$ cat src/rtl/div_iter_unit_if.sv
// ============================================================================
//  div_iter_unit_if
//  Start/ready handshake and operand/result bundle for the iterative divider.
//  Revision: 1.0
// ============================================================================
`default_nettype none

interface div_iter_unit_if #(
   parameter int WIDTH = 32
);
   logic                 flush;
   logic                 start_i;
   logic                 signed_div_i;
   logic [WIDTH-1:0]     opdata1_i;
   logic [WIDTH-1:0]     opdata2_i;
   logic                 busy_o;
   logic                 ready_o;
   logic [2*WIDTH-1:0]   result_o;
   logic                 div_zero_o;

   // Requester side (EX stage)
   modport master (
      output flush, start_i, signed_div_i, opdata1_i, opdata2_i,
      input  busy_o, ready_o, result_o, div_zero_o
   );

   // Divider side
   modport slave (
      input  flush, start_i, signed_div_i, opdata1_i, opdata2_i,
      output busy_o, ready_o, result_o, div_zero_o
   );
endinterface

`default_nettype wire

$ cat src/rtl/div_iter_unit.sv
// ============================================================================
//  div_iter_unit
//  Iterative restoring signed/unsigned divider, RADIX_BITS quotient bits per
//  cycle, result = {remainder, quotient}.
//  Optional macro DIV_ZERO_FAST_EN: a divide-by-zero start from IDLE skips
//  the iterations and goes straight to DONE.
//  Revision: 1.0
// ============================================================================
`default_nettype none

module div_iter_unit #(
   parameter int WIDTH      = 32,
   parameter int RADIX_BITS = 1
) (
   input  logic          clk,
   input  logic          rst,
   div_iter_unit_if.slave bus
);

   localparam int N  = WIDTH / RADIX_BITS;
   localparam int CW = $clog2(N + 1);
   localparam logic [CW-1:0] CNT_LOAD = CW'(N);
   localparam logic [CW-1:0] CNT_ONE  = CW'(1);

   localparam logic [1:0] S_IDLE = 2'd0;
   localparam logic [1:0] S_BUSY = 2'd1;
   localparam logic [1:0] S_DONE = 2'd2;

`ifdef DIV_ZERO_FAST_EN
   localparam logic FAST_ZERO = 1'b1;
`else
   localparam logic FAST_ZERO = 1'b0;
`endif

   logic [1:0]         state;
   logic [1:0]         state_nxt;
   logic [CW-1:0]      count;
   logic [2*WIDTH:0]   part;          // {remainder, quotient/dividend} shift register
   logic [2*WIDTH:0]   part_nxt;
   logic [WIDTH-1:0]   divisor;
   logic [WIDTH-1:0]   dividend_raw;
   logic               q_neg;
   logic               r_neg;
   logic               zero;
   logic               ready;
   logic               div_zero;
   logic [2*WIDTH-1:0] result;

   logic               do_load;
   logic               do_step;
   logic               do_finish;
   logic               busy;
   logic               start_zero;
   logic [WIDTH-1:0]   abs1;
   logic [WIDTH-1:0]   abs2;
   logic [WIDTH-1:0]   q_mag;
   logic [WIDTH-1:0]   r_mag;

   assign start_zero = (bus.opdata2_i == '0);
   assign abs1 = (bus.signed_div_i && bus.opdata1_i[WIDTH-1]) ? -bus.opdata1_i : bus.opdata1_i;
   assign abs2 = (bus.signed_div_i && bus.opdata2_i[WIDTH-1]) ? -bus.opdata2_i : bus.opdata2_i;
   assign q_mag = part[WIDTH-1:0];
   assign r_mag = part[2*WIDTH-1:WIDTH];

   // State register
   always_ff @(posedge clk or posedge rst) begin
      if (rst) state <= S_IDLE;
      else     state <= state_nxt;
   end

   // Next-state logic; flush overrides everything and drops a coincident start.
   // A start taken in DONE always runs the full iteration count so that two
   // ready pulses can never land on adjacent cycles.
   always_comb begin
      state_nxt = state;
      case (state)
         S_IDLE: if (bus.start_i) state_nxt = (FAST_ZERO && start_zero) ? S_DONE : S_BUSY;
         S_BUSY: if (count == CNT_ONE) state_nxt = S_DONE;
         S_DONE: state_nxt = bus.start_i ? S_BUSY : S_IDLE;
         default: state_nxt = S_IDLE;
      endcase
      if (bus.flush) state_nxt = S_IDLE;
   end

   // Output/control decode from the current state
   always_comb begin
      busy      = (state == S_BUSY);
      do_load   = !bus.flush && bus.start_i && ((state == S_IDLE) || (state == S_DONE));
      do_step   = !bus.flush && (state == S_BUSY);
      do_finish = !bus.flush && (state == S_DONE);
   end

   // RADIX_BITS restoring shift-subtract steps on the partial remainder
   always_comb begin
      part_nxt = part;
      for (int i = 0; i < RADIX_BITS; i++) begin
         part_nxt = {part_nxt[2*WIDTH-1:0], 1'b0};
         if (part_nxt[2*WIDTH:WIDTH] >= {1'b0, divisor}) begin
            part_nxt[2*WIDTH:WIDTH] = part_nxt[2*WIDTH:WIDTH] - {1'b0, divisor};
            part_nxt[0]             = 1'b1;
         end
      end
   end

   // Operand capture and iteration datapath
   always_ff @(posedge clk or posedge rst) begin
      if (rst) begin
         part         <= '0;
         divisor      <= '0;
         dividend_raw <= '0;
         q_neg        <= 1'b0;
         r_neg        <= 1'b0;
         zero         <= 1'b0;
         count        <= '0;
      end else if (do_load) begin
         part         <= {{(WIDTH+1){1'b0}}, abs1};
         divisor      <= abs2;
         dividend_raw <= bus.opdata1_i;
         q_neg        <= bus.signed_div_i && (bus.opdata1_i[WIDTH-1] ^ bus.opdata2_i[WIDTH-1]);
         r_neg        <= bus.signed_div_i && bus.opdata1_i[WIDTH-1];
         zero         <= start_zero;
         count        <= CNT_LOAD;
      end else if (do_step) begin
         part         <= part_nxt;
         count        <= count - CNT_ONE;
      end
   end

   // Sign fix-up and result/flag registers, written only on a completing DONE
   always_ff @(posedge clk or posedge rst) begin
      if (rst) begin
         ready    <= 1'b0;
         result   <= '0;
         div_zero <= 1'b0;
      end else begin
         ready <= do_finish;
         if (do_finish) begin
            div_zero <= zero;
            if (zero) result <= {dividend_raw, {WIDTH{1'b1}}};
            else      result <= {(r_neg ? -r_mag : r_mag), (q_neg ? -q_mag : q_mag)};
         end
      end
   end

   assign bus.busy_o     = busy;
   assign bus.ready_o    = ready;
   assign bus.result_o   = result;
   assign bus.div_zero_o = div_zero;

endmodule

`default_nettype wire

$ cat src/flat_wrapper.sv
// flat-port wrapper written by rule: the top's interface ports become plain ports
module div_iter_unit_flat 
#(
   parameter int WIDTH      = 32,
   parameter int RADIX_BITS = 1
)
  (clk, rst, bus_flush, bus_start_i, bus_signed_div_i, bus_opdata1_i, bus_opdata2_i, bus_busy_o, bus_ready_o, bus_result_o, bus_div_zero_o);
  div_iter_unit_if #(.WIDTH(WIDTH)) bus_i ();
  input  logic clk;
  input  logic rst;
  input wire logic [$bits(bus_i.flush)-1:0] bus_flush;
  input wire logic [$bits(bus_i.start_i)-1:0] bus_start_i;
  input wire logic [$bits(bus_i.signed_div_i)-1:0] bus_signed_div_i;
  input wire logic [$bits(bus_i.opdata1_i)-1:0] bus_opdata1_i;
  input wire logic [$bits(bus_i.opdata2_i)-1:0] bus_opdata2_i;
  output wire logic [$bits(bus_i.busy_o)-1:0] bus_busy_o;
  output wire logic [$bits(bus_i.ready_o)-1:0] bus_ready_o;
  output wire logic [$bits(bus_i.result_o)-1:0] bus_result_o;
  output wire logic [$bits(bus_i.div_zero_o)-1:0] bus_div_zero_o;
  assign bus_i.flush = bus_flush;
  assign bus_i.start_i = bus_start_i;
  assign bus_i.signed_div_i = bus_signed_div_i;
  assign bus_i.opdata1_i = bus_opdata1_i;
  assign bus_i.opdata2_i = bus_opdata2_i;
  assign bus_busy_o = bus_i.busy_o;
  assign bus_ready_o = bus_i.ready_o;
  assign bus_result_o = bus_i.result_o;
  assign bus_div_zero_o = bus_i.div_zero_o;
  div_iter_unit #(.WIDTH(WIDTH), .RADIX_BITS(RADIX_BITS)) u_core (.clk(clk), .rst(rst), .bus(bus_i));
endmodule
$ cat config.mk
export PLATFORM = sky130hd
export DESIGN_NAME = div_iter_unit_flat
export DESIGN_NICKNAME = d
export VERILOG_FILES = /design/src/rtl/div_iter_unit_if.sv /design/src/rtl/div_iter_unit.sv /design/src/flat_wrapper.sv
export SDC_FILE = /design/constraint.sdc
export NUM_CORES = 1
export LEC_CHECK = 0
export BUFFER_PORTS_ARGS = -buffer_cell sky130_fd_sc_hd__buf_2
export CAP_MARGIN = 5
export CORE_UTILIZATION = 60
export CTS_CLUSTER_SIZE = 30
export DETAILED_ROUTE_END_ITERATION = 10
export GPL_ROUTABILITY_DRIVEN = 0
export GPL_TIMING_DRIVEN = 0
export PLACE_DENSITY = 0.81
export SYNTH_ARGS = -nofsm -noshare
export SYNTH_HDL_FRONTEND = slang
export SYNTH_SLANG_ARGS = --single-unit
$ cat constraint.sdc
create_clock -name clk -period 7.6 [get_ports clk]
set_input_delay 0.38 -clock clk [delete_from_list [all_inputs] [get_ports clk]]
set_output_delay 0.38 -clock clk [all_outputs]
set_load 0.05 [all_outputs]
==> metrics.csv, run 1 <==
metric;value;unit
GR Overflow Total;0;
worst vdd ir;0.171;mV
Crit Path Class;reg2reg;
Syn Inst Count;1530;
number of port buffers;135;
CP max FO;10;
Max Freq;0.295;GHz
max-cap viol count;0;
Warnings, synthesis;0;
Pre-antenna DRT Iters;6;
register area share after synthesis;39.3;%
Initial Util;61.7;%
die area;22400;um2
CTS Root Cell;clkbuf_16;
CTS Sinks;205;
Comb pwr share;47.5;%
RSZ-0062 raised after global routing;no;
asr flop ratio synth;100;%
final instance area;14900;um2
Primary FF master, synth;dfrtp_1;
sequential power share;30.9;%
Final TNS setup;0;ps
CTS tree;yes;
average cell area after synthesis;8.54;um2
die width;150;um
H-tree depth;1;
Tcrit/Tclk final;44.6;%
Hold Fails Final Rpt;0;
status;finished, final reports clean;
sw frac;43.4;%
worst-skew pair later-pin latency;520;ps
Die Ht;150;um
startpoint class of the critical path;register;
FILL cells;1675;
# rows;53;
Crit. End Element;register;
Hold Crit Class;in2reg;
power per standard cell area;364;nW/um2
layout cell share with drive strength beyond 1;12.8;%
clock period minus worst slack;3390;ps
DRT iter0 DRCs;1219;
Core Util, Final;70.5;%
Fin Clk Skew;7.96;ps
Post-synth EDFFs;0;
dpl cell area;14100;um2
postcts setup bufs;0;
cell area after synthesis;13100;um2
gr usage total;34.2;%
switching power;2.35;mW
LEAKAGE;6.96;nW
most common cell after layout, fill and taps aside;nand2_1;
Slew Limit Fails;0;
Final Net Count;1799;
Crit path arrival time;3770;ps
final wirelength;37.7;mm
Worst EP required;7980;ps
count of final setup violators;0;
Diodes inserted;0;
Post-route DRC;0;
PnR Total Power;5.43;mW
I/O pin count;136;
register bit count reported by yosys;205;
Post-DP HPWL;28.6;mm
post-route ant nets;0;
CTS Buffer Depth;3;
Routed wire per std cell;19.0;um
P_int;3.07;mW
first-pass GRT wire length;59.7;mm
syn nets;1638;
clock share of power;21.6;%
Slew @ Worst Pin;766;ps
antenna violations before repair;0;
distinct cell type count after synthesis;83;
P&R area growth vs syn;14.2;%
largest net degree at the start of global routing;117;
vias in the first global route;11400;
core area;21200;um2
most frequent cells in the layout;nand2_1 (310), dfrtp_1 (205), buf_2 (144);
clock buffer count from CTS;22;
CTS clk-pin slew, worst paths;60;ps
vias after detailed routing;12200;
Slew headroom;48.4;%
Via density;6.15;
==> cell families (layout without fill, tap and decap cells) <==
group,count (synthesis),in the layout,synth area share (%)
adder cells (fa/ha/maj),39,39,3.79
AO/OA/AOI/OAI,404,404,20.4
multiplexers,29,29,2.25
flip-flops,205,205,39.3
XOR/XNOR,145,145,9.73
AND/OR/NAND/NOR,565,565,20.2
buffers and inverters,143,320,4.33
==> power groups by stage <==
stage	combinational (mW)	clock (mW)	sequential [mW]
finish	2.58	1.17	1.68
global route	2.83	1.21	1.71
CTS	2.55	1.17	1.66
detailed placement	2.52	0	1.68
global placement	2.46	0	1.66
floorplan	1.80	0	1.78
==> critical path: stages, from the launching register on <==
cell and delay (ps):
dfrtp_1 450, ha_1 300, clkbuf_1 280, nand3_1 300, nor3_1 420, and3_1 260, nor3b_1 370, a2111oi_4 80
o31a_1 140, clkbuf_1 260, a32oi_1 260, o21ai_0 120
==> sequential cells by signal, summed over array words and instances, names as in the netlist <==
signal                 count
u_core.state               2
u_core.bus.result_o       64
u_core.zero                1
u_core.dividend_raw       32
u_core.bus.div_zero_o      1
u_core.r_neg               1
u_core.q_neg               1
u_core.bus.ready_o         1
u_core.divisor            32
u_core.count               6
u_core.part               64
==> cells in the mapped netlist (17+ instances only) <==
library cell  instances  area [um2]
o21ai_0             125         626
nand3_1              23         115
inv_1                56         210
o21ai_1              17        85.1
o31ai_1              30         225
ha_1                 38         475
mux2i_1              26         260
nor3_1               22         110
a21oi_1              66         330
dfrtp_1             205        5130
xnor2_1              80         701
o22a_1               26         228
a31oi_1              37         231
xor2_1               65         569
clkbuf_1             65         244
nand2_1             310        1160
nor2_1              101         379
==> path summary, 6_finish.rpt <==
path / from / endpoint / slack (ps) / cells after the start
setup / recovery: u_core.part[43] / u_core.part[60] / 4210 / 11
setup reg to reg: u_core.part[43] / u_core.part[60] / 4210 / 11
hold / removal: bus_opdata1_i[29] / u_core.dividend_raw[29] / 120 / 3
min in group asynchronous: rst / u_core.bus.result_o[42] / 490 / 3
hold reg to reg: u_core.bus.result_o[28] / u_core.bus.result_o[28] / 470 / 2
max in group asynchronous: rst / u_core.bus.result_o[8] / 6070 / 4
==> layout make-up <==
class	count	area [um2]	share of cell area, %
multi-input cells	1182	7360	49.4
plain buffers	87	355	2.38
well taps	275	344	2.31
clock buffers	33	673	4.51
repair buffers	137	713	4.78
flip-flops and latches	205	5130	34.4
inverters	56	218	1.46
clock inverters	7	113	0.755
==> routing by layer <==
layer | track usage, % | part of all wire [%] | vias up
met5 | 0 | 0 | -
met2 | 55.9 | 47 | 587
met3 | 5.21 | 8.7 | 90
met1 | 45.4 | 41 | 5803
li1 | - | - | 5719
met4 | 13.5 | 3.5 | 0
==> per-stage QoR <==
step           worst slack [ps]  hold WS, ps  std cells
5_1_grt                    4130          148       1982
4_1_cts                    4300          120       1982
3_3_place_gp               -531          448       1940
2_1_floorplan              1620          438       1530
6_report                   4210          124       1982
3_5_place_dp               4350          458       1941
==> what timing repair did <==
| item | CTS | global route |
|---|---|---|
| endpoints found under the hold margin | 25 | 0 |
| hold buffers | 1 | 0 |
| resized for setup | 0 | 0 |
Note: power is estimated with default switching activity, not from simulation.
==> run 2: changes to the inputs <==
Clock period 7.6 ns to 3.22 ns, I/O delays scaled along.
==> metrics.csv, run 2 (same netlist as run 1, synthesis figures left out) <==
metric;value;unit;change
status;finished, final reports clean;;unchanged
layout cell share with drive strength beyond 1;13.1;%;was 12.8%
GR Overflow Total;0;;unchanged
CP max FO;6;;was 10
CTS Root Cell;clkbuf_16;;unchanged
sw frac;43.7;%;was 43.4%
final instance area;15400;um2;was 14900 um2
Hold Fails Final Rpt;0;;unchanged
Via density;6.16;;was 6.15
Post-DP HPWL;29.1;mm;was 28.6 mm
worst-skew pair later-pin latency;520;ps;about the same
Hold Crit Class;in2reg;;unchanged
max-cap viol count;0;;unchanged
Crit path arrival time;3520;ps;was 3770 ps
CTS Sinks;205;;unchanged
CTS tree;yes;;unchanged
post-route insts no fill;2027;;was 1982
Final Net Count;1846;;was 1799
die width;150;um;unchanged
vias in the first global route;11800;;was 11400
vias after detailed routing;12500;;was 12200
CTS Buffer Depth;3;;unchanged
CTS clk-pin slew, worst paths;60;ps;about the same
worst vdd ir;0.427;mV;was 0.171 mV
Max Freq;0.317;GHz;was 0.295 GHz
Crit Path Class;reg2reg;;unchanged
sequential power share;30.8;%;was 30.9%
startpoint class of the critical path;register;;unchanged
antenna violations before repair;0;;unchanged
clock period minus worst slack;3150;ps;was 3390 ps
gr usage total;35.5;%;was 34.2%
# rows;53;;unchanged
first-pass GRT wire length;62.0;mm;was 59.7 mm
Slew @ Worst Pin;838;ps;was 766 ps
P_int;7.25;mW;was 3.07 mW
Slew headroom;44.2;%;was 48.4%
clock buffer count from CTS;22;;unchanged
Die Ht;150;um;unchanged
RSZ-0062 raised after global routing;yes;;was no
clock share of power;20.4;%;was 21.6%
Slew Limit Fails;0;;unchanged
DRT iter0 DRCs;1261;;was 1219
core area;21200;um2;unchanged
most common cell after layout, fill and taps aside;nand2_1;;unchanged
Tcrit/Tclk final;97.9;%;was 44.6%
I/O pin count;136;;unchanged
Fin Clk Skew;16.8;ps;was 7.96 ps
Worst EP required;3590;ps;was 7980 ps
Diodes inserted;0;;unchanged
dpl cells;1945;;was 1941
Initial Util;61.7;%;unchanged
Comb pwr share;48.7;%;was 47.5%
switching power;5.64;mW;was 2.35 mW
dpl cell area;14200;um2;was 14100 um2
most frequent cells in the layout;nand2_1 (310), dfrtp_1 (205), buf_2 (144);;unchanged
LEAKAGE;7.16;nW;was 6.96 nW
P&R area growth vs syn;17.9;%;was 14.2%
number of port buffers;135;;unchanged
power per standard cell area;836;nW/um2;was 364 nW/um2
Post-route DRC;0;;unchanged
die area;22400;um2;unchanged
count of final setup violators;0;;unchanged
Min Hold Slack;15.0;ps;was 124 ps
final wirelength;39.4;mm;was 37.7 mm
post-route ant nets;0;;unchanged
largest net degree at the start of global routing;44;;was 117
H-tree depth;1;;unchanged
Routed wire per std cell;19.4;um;was 19.0 um
Crit. End Element;register;;unchanged
Pre-antenna DRT Iters;5;;was 6
[run 2: cell types whose count changed in the layout (fill, tap and decap cells not counted), moves of 2 or more]
cell	previous run	this run
dlygate4sd3_1	1	41
clkbuf_8	6	1
clkinv_4	0	2
buf_12	0	5
buf_4	0	3
[run 2: final timing paths]
check | from | end | slack (ps) | depth (start not counted)
worst max-delay path | u_core.part[31] | u_core.part[60] | 70 | 12
worst min-delay path | bus_opdata2_i[28] | u_core.divisor[28] | 10 | 3
worst max register to register | u_core.part[31] | u_core.part[60] | 70 | 12
worst min register to register | u_core.bus.result_o[45] | u_core.bus.result_o[45] | 470 | 2
max in group asynchronous | rst | u_core.bus.result_o[17] | 1790 | 6
min in group asynchronous | rst | u_core.bus.result_o[46] | 280 | 3
[run 2: final cells by class]
class,instances,area (um2)
Multi-Input combinational cell,1182,7410
Fill cell,1609,5750
Sequential cell,205,5130
Timing Repair Buffer,184,1210
Clock buffer,30,612
Buffer,87,357
Tap cell,275,344
Inverter,56,214
Clock inverter,8,125
[run 2: power groups by stage]
stage,Sequential (mW),Combinational [mW],Clock (mW)
detailed placement,3.97,5.98,0
CTS,3.93,6.10,2.65
global route,4.04,6.86,2.74
floorplan,4.19,4.25,0
global placement,3.93,5.80,0
finish,3.97,6.28,2.63
[run 2: worst max-delay path: stages, from the launching register on]
cell       delay [ps]
dfrtp_1           380
inv_1             190
ha_1              220
inv_1              60
fa_1              420
a21oi_2           190
o2111ai_2         200
o21ai_2           250
a311oi_4          220
a21o_1            280
a2111o_1          420
nand3_1            90
o21ai_0            80
[run 2: timing repair]
item,4_1_cts,5_1_grt
setup buffers,0,3
hold buffers,41,0
resized for setup,4,7
pin swaps,0,3
endpoints found under the setup margin,9,29
hold endpoints to repair,67,0
[run 2: metrics by stage]
| stage | power [mW] | setup TNS, ps | setup WS, ps | util [%] |
|---|---|---|---|---|
| after global placement | 9.73 | -164060 | -822 | 66.6 |
| after CTS | 12.7 | 0 | 2.28 | 72.6 |
| after global routing | 13.6 | -14.3 | -14.3 | 72.8 |
| after floorplan | 8.44 | 0 | 401 | - |
| final | 12.9 | 0 | 68.9 | 72.8 |
| after detailed placement | 9.94 | -70.6 | -40.0 | 67.0 |
[run 2: per-layer routing]
metal	share of wire [%]	GRT usage, %	vias up	routed length, um
met4	4.4	15.4	0	1730
met5	0	0	-	0
li1	-	-	5806	-
met2	47	58.9	663	18500
met1	39	46.0	5898	15500
met3	9.3	5.46	123	3670
==> run 3: changes to the inputs <==
Settings changed: CTS_BUF_LIST set to sky130_fd_sc_hd__clkbuf_2, SKIP_LAST_GASP set to 1.
==> metrics.csv, run 3 (same netlist as run 1, synthesis figures left out) <==
metric;value;unit;change
RSZ-0062 raised after global routing;no;;was yes
CTS clk-pin slew, worst paths;130;ps;was 60 ps
CTS Root Cell;clkbuf_2;;was clkbuf_16
count of final setup violators;0;;unchanged
Hold Fails Final Rpt;0;;unchanged
sw frac;46.9;%;was 43.7%
antenna violations before repair;2;;was 0
Crit Path Class;reg2reg;;unchanged
most frequent CP cell;buf_4;;was inv_1
GR Overflow Total;0;;unchanged
vias after detailed routing;13400;;was 12500
most common cell after layout, fill and taps aside;nand2_1;;unchanged
layout cell share with drive strength beyond 1;15.2;%;was 13.1%
P_int;6.56;mW;was 7.25 mW
CTS Buffer Depth;3;;unchanged
P&R area growth vs syn;21.6;%;was 17.9%
CTS Sinks;205;;unchanged
DRT iter0 DRCs;1293;;was 1261
Worst Path Buf+Inv;4;;was 2
pre-CTS setup slack;-40.0;ps;unchanged
LEAKAGE;7.46;nW;was 7.16 nW
Routed wire per std cell;19.5;um;was 19.4 um
vias in the first global route;12700;;was 11800
I/O pin count;136;;unchanged
dpl cell area;14200;um2;unchanged
clock buffer count from CTS;51;;was 22
Max stage delay cell, worst path;dfrtp_1;;was fa_1
Slew @ Worst Pin;824;ps;was 838 ps
critical path cell sequence;ha_1 -> clkbuf_1 -> nand3_1 -> nor3_4 -> and3_1 -> nor3b_2 -> a2111oi_4 -> o31ai_4 -> buf_4 -> buf_4 -> buf_6 -> mux2i_1 -> o22ai_1;;was inv_1 -> ha_1 -> inv_1 -> fa_1 -> a21oi_2 -> o2111ai_2 -> o21ai_2 -> a311oi_4 -> a21o_1 -> a2111o_1 -> nand3_1 -> o21ai_0
CP max FO;10;;was 6
max-cap viol count;0;;unchanged
H-tree depth;2;;was 1
clock period minus worst slack;3170;ps;was 3150 ps
Crit. End Element;register;;unchanged
met3 Usage GRT;9.15;%;was 5.46%
startpoint class of the critical path;register;;unchanged
largest net degree at the start of global routing;44;;unchanged
gr usage total;38.2;%;was 35.5%
most frequent cells in the layout;nand2_1 (310), dfrtp_1 (202), buf_2 (145);;was nand2_1 (310), dfrtp_1 (205), buf_2 (144)
FILL cells;1525;;was 1609
number of port buffers;135;;unchanged
Pre-antenna DRT Iters;7;;was 5
final instance area;15900;um2;was 15400 um2
Slew Limit Fails;0;;unchanged
CTS tree;yes;;unchanged
switching power;5.79;mW;was 5.64 mW
hold path cells;4;;was 3
die area;22400;um2;unchanged
met2 Use GR;62.5;%;was 58.9%
Slew headroom;45.0;%;was 44.2%
Fin Clk Skew;78.4;ps;was 16.8 ps
final wirelength;42.0;mm;was 39.4 mm
Hold Crit Class;in2reg;;unchanged
final worst setup slack;54.2;ps;was 68.9 ps
Post-DP HPWL;29.1;mm;unchanged
Max Freq;0.316;GHz;was 0.317 GHz
Comb pwr share;52.6;%;was 48.7%
Post-route DRC;0;;unchanged
delay-heaviest family, CP;simple AND/OR/NAND/NOR gates;;was compound AO/OA/AOI/OAI gates
worst vdd ir;0.306;mV;was 0.427 mV
Worst path max stage delay;490;ps;was 420 ps
# rows;53;;unchanged
power per standard cell area;778;nW/um2;was 836 nW/um2
post-route ant nets;0;;unchanged
Top Usage Layer GRT;met2;;unchanged
Crit path arrival time;3860;ps;was 3520 ps
Worst EP required;3910;ps;was 3590 ps
instance count on the critical path;13;;was 12
clock share of power;15.3;%;was 20.4%
GR Util met1;46.5;%;was 46.0%
reg2reg path depth;13;;was 12
Final Net Count;1945;;was 1846
worst-skew pair later-pin latency;870;ps;was 520 ps
Die Ht;150;um;unchanged
first-pass GRT wire length;66.0;mm;was 62.0 mm
Initial Util;61.7;%;unchanged
core area;21200;um2;unchanged
Via density;6.22;;was 6.16
status;finished, final reports clean;;unchanged
Tcrit/Tclk final;98.3;%;was 97.9%
sequential power share;32.1;%;was 30.8%
die width;150;um;unchanged
==> run 3: power groups by stage <==
stage	combinational (mW)	clock (mW)	sequential, mW
floorplan	4.25	0	4.19
global placement	5.80	0	3.93
detailed placement	5.98	0	3.97
CTS	6.18	1.87	3.91
global route	7.08	2.02	4.04
finish	6.50	1.88	3.97
==> run 3: worst min-delay path: stages <==
cell	delay, ps
dlygate4sd3_1	550
buf_2	170
nand2_1	70
nand2_1	50
==> run 3: layer usage <==
metal	wire, um	part of all wire [%]
met3	4290	10
met1	15900	38
met2	19600	47
met5	0	0
met4	2140	5.1
==> run 3: final cells by class <==
cell class	count	area [um2]	share of cell area, %
inverters	56	214	1.35
diodes	1	2.50	0.0158
clock buffers	69	345	2.17
flip-flops and latches	205	5130	32.3
plain buffers	87	357	2.25
clock inverters	25	154	0.969
well taps	275	344	2.17
repair buffers	254	1900	11.9
multi-input cells	1182	7430	46.8
==> run 3: per-stage QoR <==
step | power (mW) | hold slack [ps] | utilization (%) | setup TNS, ps | instances
after floorplan | 8.44 | 257 | - | 0 | 1530
after global placement | 9.73 | 427 | 66.6 | -164060 | 1940
after detailed placement | 9.94 | 275 | 67.0 | -70.6 | 1945
after CTS | 12.0 | 87.5 | 74.6 | 0 | 2146
after global routing | 13.1 | 131 | 75.1 | 0 | 2154
final | 12.4 | 143 | 75.1 | 0 | 2154
==> run 3: what timing repair did <==
action,CTS,global route
endpoints found under the hold margin,187,0
hold buffers,107,0
setup endpoints to repair,3,27
pin swaps,1,4
gates resized for setup,4,17
gates cloned,0,1
setup buffers,0,6
==> run 3: worst paths after layout <==
path	from	end	slack [ps]
setup reg to reg	u_core.part[50]	u_core.part[33]	50
max in group asynchronous	rst	u_core.bus.result_o[57]	1540
hold / removal	bus_opdata1_i[30]	u_core.dividend_raw[30]	140
min in group asynchronous	rst	u_core.part[57]	520
hold reg to reg	u_core.bus.result_o[45]	u_core.bus.result_o[45]	480
setup / recovery	u_core.part[50]	u_core.part[33]	50
